<file path="src/rtl/systolic_skew_stream_pkg.sv">
// Shared types and the per-lane delay rule for the systolic skewer/deskewer.
package systolic_pkg;

  typedef enum logic {SKEW = 1'b0, DESKEW = 1'b1} skew_mode_e;

  typedef enum logic [1:0] {IDLE, STREAM, DRAIN} skew_state_e;

  // SKEW delays lane i by i steps; DESKEW mirrors that so skewed outputs realign.
  function automatic int lane_delay(skew_mode_e mode, int lanes, int i);
    return (mode == DESKEW) ? (lanes - 1 - i) : i;
  endfunction

endpackage

</file>
<file path="src/rtl/systolic_skew_stream_lane.sv">
// One skew lane: DEPTH delay registers plus an output register, all advancing on step.
module skew_lane
  import systolic_pkg::*;
#(
  parameter int DATA_W = 32,
  parameter int DEPTH  = 0
) (
  input  logic              clk,
  input  logic              reset,
  input  logic              flush,
  input  logic              step,
  input  logic [DATA_W-1:0] din,
  input  logic              tin,
  output logic [DATA_W-1:0] dout,
  output logic              tout
);

  // Index DEPTH is the output register; DEPTH = 0 leaves only that register.
  logic [DATA_W-1:0] r_data [DEPTH+1];
  logic [DEPTH:0]    r_tag;

  always_ff @(posedge clk or posedge reset) begin
    if (reset) begin
      for (int k = 0; k <= DEPTH; k++) r_data[k] <= '0;
      r_tag <= '0;
    end else if (flush) begin
      for (int k = 0; k <= DEPTH; k++) r_data[k] <= '0;
      r_tag <= '0;
    end else if (step) begin
      r_data[0] <= din;
      r_tag[0]  <= tin;
      for (int k = 1; k <= DEPTH; k++) begin
        r_data[k] <= r_data[k-1];
        r_tag[k]  <= r_tag[k-1];
      end
    end
  end

  assign dout = r_data[DEPTH];
  assign tout = r_tag[DEPTH];

endmodule

</file>
<file path="src/rtl/systolic_skew_stream.sv">
// Flow-controlled skewer/deskewer: per-lane delay lines, a frame-last line and a
// stream/drain FSM that keeps consecutive frames from overlapping in the array.
module systolic_skew_stream
  import systolic_pkg::*;
#(
  parameter int LANES  = 4,
  parameter int DATA_W = 32,
  parameter int MODE   = 0
) (
  input  logic              clk,
  input  logic              reset,
  input  logic              flush,
  input  logic              in_valid,
  output logic              in_ready,
  input  logic [DATA_W-1:0] in_data [LANES-1:0],
  input  logic              in_last,
  output logic              out_valid,
  input  logic              out_ready,
  output logic [DATA_W-1:0] out_data [LANES-1:0],
  output logic [LANES-1:0]  out_lane_valid,
  output logic              out_last,
  output logic              busy
);

  localparam skew_mode_e MODE_E = (MODE == 1) ? DESKEW : SKEW;
  localparam int         D_MAX  = LANES - 1;

  skew_state_e      r_state;
  skew_state_e      w_next;
  logic             w_step;
  logic             w_accept;
  logic             w_lastIn;
  logic [LANES-1:0] w_tags;
  logic             w_lastData;
  logic             w_lastTag;

  // The whole array moves as one: it stalls only when a live beat is refused.
  assign w_step   = out_ready || !out_valid;
  assign in_ready = w_step && (r_state != DRAIN);
  assign w_accept = in_valid && in_ready;
  assign w_lastIn = w_accept && in_last;

  for (genvar g = 0; g < LANES; g++) begin : g_lane
    localparam int D = lane_delay(MODE_E, LANES, g);
    skew_lane #(.DATA_W(DATA_W), .DEPTH(D)) u_lane (
      .clk   (clk),
      .reset (reset),
      .flush (flush),
      .step  (w_step),
      .din   (w_accept ? in_data[g] : '0),
      .tin   (w_accept),
      .dout  (out_data[g]),
      .tout  (w_tags[g])
    );
  end

  // The last line matches the longest lane, so it lands with lane L*'s element.
  skew_lane #(.DATA_W(1), .DEPTH(D_MAX)) u_last (
    .clk   (clk),
    .reset (reset),
    .flush (flush),
    .step  (w_step),
    .din   (w_lastIn),
    .tin   (w_lastIn),
    .dout  (w_lastData),
    .tout  (w_lastTag)
  );

  assign out_lane_valid = w_tags;
  assign out_valid      = |w_tags;
  assign out_last       = w_lastData & w_lastTag;
  assign busy           = (r_state != IDLE);

  always_ff @(posedge clk or posedge reset) begin
    if (reset) r_state <= IDLE;
    else       r_state <= w_next;
  end

  always_comb begin
    w_next = r_state;
    if (flush) begin
      w_next = IDLE;
    end else begin
      case (r_state)
        IDLE:    if (w_accept) w_next = in_last ? DRAIN : STREAM;
        STREAM:  if (w_lastIn) w_next = DRAIN;
        DRAIN:   if (out_valid && out_ready && out_last) w_next = IDLE;
        default: w_next = IDLE;
      endcase
    end
  end

endmodule

</file>
<file path="config.mk">
export PLATFORM = sky130hd
export DESIGN_NAME = systolic_skew_stream
export DESIGN_NICKNAME = d
export VERILOG_FILES = /design/src/rtl/systolic_skew_stream_pkg.sv /design/src/rtl/systolic_skew_stream_lane.sv /design/src/rtl/systolic_skew_stream.sv
export SDC_FILE = /design/constraint.sdc
export NUM_CORES = 1
export LEC_CHECK = 0
export CORE_UTILIZATION = 51
export CTS_CLUSTER_SIZE = 8
export DETAILED_ROUTE_END_ITERATION = 10
export PLACE_DENSITY_LB_ADDON = 0.3
export RECOVER_POWER = 50
export SKIP_CTS_REPAIR_TIMING = 1
export SYNTH_ARGS = -nofsm -noshare
export SYNTH_HDL_FRONTEND = slang
export SYNTH_HIERARCHICAL = 1
export SYNTH_SLANG_ARGS = --single-unit
</file>
<file path="constraint.sdc">
create_clock -name clk -period 4.79 [get_ports clk]
set_input_delay 0.958 -clock clk [delete_from_list [all_inputs] [get_ports clk]]
set_output_delay 0.958 -clock clk [all_outputs]
set_load 0.02 [all_outputs]
</file>
==> results by group <==
Outcome
  • Status: finished, violations left
  • Failing checks: capacitance limit, slew limit

Setup path
  • Worst R2R Path Depth: 7
  • Flop-to-flop setup slack: between 1500 and 2000 ps
  • CP max stage cell: clkdlybuf4s50_1
  • Critical path buffers and inverters: 2
  • CP required: ~3800 ps
  • Reg-to-Reg End: g_lane[3].u_lane/r_data[36]
  • Worst r2r src: g_lane[1].u_lane/r_tag[1]
  • Critical Path Max Stage Delay: between 600 and 700 ps
  • Endpoint class of the critical path: output port
  • Worst Path Max Fanout: 5
  • Crit path DAT: ~2600 ps
  • Critical path cell sequence: nor4_4 > inv_1 > nand2_1 > and2_1 > clkdlybuf4s50_1
  • Cell family with most CP delay: buffers and inverters
  • Crit start category: register
  • CP Class: register to output port

Logic synthesis
  • Netlist cell types: 24
  • Synth Instances: approximately 1.4k
  • Ys async rst share: 100%
  • Primary FF master, synth: dfrtp_1
  • Sequential share of the synthesized area: a little over half
  • Ys Warns: 6
  • Syn nets: between 1k and 1.5k
  • Post-Syn Area per Cell: 11.5 um^2
  • Synth Cell Area: 15600 um^2
  • Number of enable flip-flop cells after synthesis: 0
  • #FFs+latches synth: between 300 and 400

STA
  • Fmax: approximately 280 MHz
  • Least-Margin Pin Slew: 2090 ps
  • Slew headroom: -39.5%
  • Min Tclk post-route: 3530 ps
  • Setup violations, final: 0
  • Hold_ws: ~500 ps
  • Setup repair after global routing missed its margin: false
  • Fin. max-slew vios: approximately 130
  • Final count of hold timing violations: 0
  • Post-route setup TNS: 0 ps
  • Final WS setup: around 1300 ps
  • Layout Skew: between 9 and 10 ps
  • Period Utilization, post-route: 73.8%

Flow run
  • Max Cap Viol: 2

Place
  • Post-placement cell count: about 1.8k
  • Post-DP HPWL: around 19000 um
  • Port bufs: approximately 270
  • DP Worst Slack: roughly 1200 ps
  • Gpl congestion: approximately 0.75
  • Placed inst area: around 17000 um^2

Cells and area
  • Nets: roughly 1.6k
  • Final cell count without fillers: between 1.5k and 2k
  • Commonest non-fill, non-tap cells in the layout: dfrtp_1, mux2i_1, nor2_1
  • Filler cells: about 2.4k
  • Fin area: approximately 19000 um^2
  • Share of post-route cells with drive strength above 1: under 10%
  • Area growth, synth to finish: 20.3%
  • Sequential cell area: 8510 um^2
  • Final core utilization: 62.8%
  • Multi-input logic area: 5580 um^2
  • Commonest non-fill, non-tap cell in the layout: dfrtp_1

Clock tree
  • CTS Buf Count: 48
  • Root Driver: clkbuf_16
  • CTS clock-pin slew for the worst setup and hold paths: approximately 50 ps
  • Clk sinks: between 300 and 400
  • CTS H-Tree Depth: 2
  • Worst-Skew Late Latency: roughly 540 ps
  • TritonCTS clock tree: yes
  • Clock buffer depth: 3

Power
  • Peak supply drop: between 0.2 and 0.25 mV
  • Power Total: 6.91 mW
  • Leakage power: approximately 11 nW
  • PwrDens: 369 nW/um^2

Floorplan
  • Core ar.: around 30000 um^2
  • Row count: between 60 and 70
  • Initial Util: ~52%
  • Die Area: about 31000 um^2
  • Die Span X: between 150 and 200 um
  • Io pins: 270
  • Chip Height: about 180 um

Routing
  • WL final: roughly 30000 um
  • DRT iter0 DRCs: 658
  • DR pass1 iterations: 4
  • Via count: approximately 9.6k
  • DRC viols: 0
  • WL/cell: 16.1 um
  • Post-route ant nets: 0
  • Vias per inst: 5.04

Global routing
  • First-pass GRT wire length: 50000 um
  • Initial antenna violation count: 2
  • Gr ovfl total: 0
  • Largest net degree at the start of global routing: between 100 and 150
  • Via count of the first global-routing pass: roughly 9.8k
  • Total GRT Usage: 19.8%

Min path
  • Worst Hold Path EP: r_state[0]
  • Hold path depth: 1
  • Hold Crit Class: register to register
  • Hold_sp: r_state[1]
-- Yosys cell counts (2+ instances only) --
cell type | count | area share, %
mux2i_1 | 338 | 22
nor2_1 | 338 | 8.2
buf_4 | 113 | 5.5
nand2_1 | 2 | 0.048
buf_6 | 5 | 0.36
and2_1 | 131 | 5.3
inv_1 | 9 | 0.22
o21ai_0 | 2 | 0.064
buf_2 | 17 | 0.55
buf_12 | 8 | 1.0
dfrtp_1 | 340 | 55
buf_8 | 10 | 0.96
clkbuf_2 | 11 | 0.35
clkbuf_1 | 22 | 0.53
-- sequential cells by signal (all words and copies together) (netlist names) --
name	flops
g_lane.u_lane/dout	128
g_lane.u_lane/r_data	192
g_lane.u_lane/r_tag	9
g_lane.u_lane/tout	1
r_state	2
u_last/dout	1
u_last/r_data	3
u_last/r_tag	4
-- power breakdown --
part	internal (mW)	switching (mW)
Combinational	0.444	0.488
Sequential	3.00	0.0684
Clock	1.76	1.15
Total	5.21	1.71
-- cells by family (layout without fill, tap and decap cells) --
group / count (synthesis) / in the layout / share of synthesized area [%]
AO/OA/AOI/OAI: 6 / 6 / 0.314
buffers and inverters: 196 / 344 / 9.48
flip-flops: 340 / 340 / 54.7
multiplexers: 338 / 338 / 21.7
other: 0 / 2 / 0
AND/OR/NAND/NOR: 476 / 476 / 13.8
-- worst reg2reg max path, stage by stage, from the launching register on --
cell and delay [ps]:
dfrtp_1 460, nor4_4 470, inv_1 170, nand2_1 180, buf_4 570, buf_4 780
mux2i_1 370, nor2_1 60
-- layout make-up --
class                   instances  area share [%]
flip-flops and latches        340            45.5
clock buffers                  49            6.44
well taps                     390            2.61
inverters                       9           0.214
repair buffers                282            15.2
multi-input cells             820            29.8
clock inverters                 4           0.267
diodes                          2          0.0267
-- worst max-delay path by stage --
| stage | startpoint | end | depth (start not counted) |
|---|---|---|---|
| 3_5_place_dp | out_ready | g_lane[3].u_lane/r_data[97] | 7 |
| 2_1_floorplan | reset | g_lane[3].u_lane/dout[0] | 1 |
| 6_report | g_lane[1].u_lane/r_tag[1] | in_ready | 5 |
| 3_3_place_gp | out_ready | g_lane[3].u_lane/dout[5] | 7 |
| 4_1_cts | g_lane[1].u_lane/r_tag[1] | in_ready | 5 |
| 5_1_grt | reset | g_lane[3].u_lane/r_data[36] | 3 |
-- layer usage --
metal	GRT usage [%]	vias to the layer above	routed length, um	share of wire, %
met3	6.34	58	2230	7.3
met2	31.1	230	14100	46
met4	6.75	0	751	2.5
met1	25.8	4674	13400	44
li1	-	4590	-	-
met5	0	-	0	0
(Power assumes the default switching activity.)
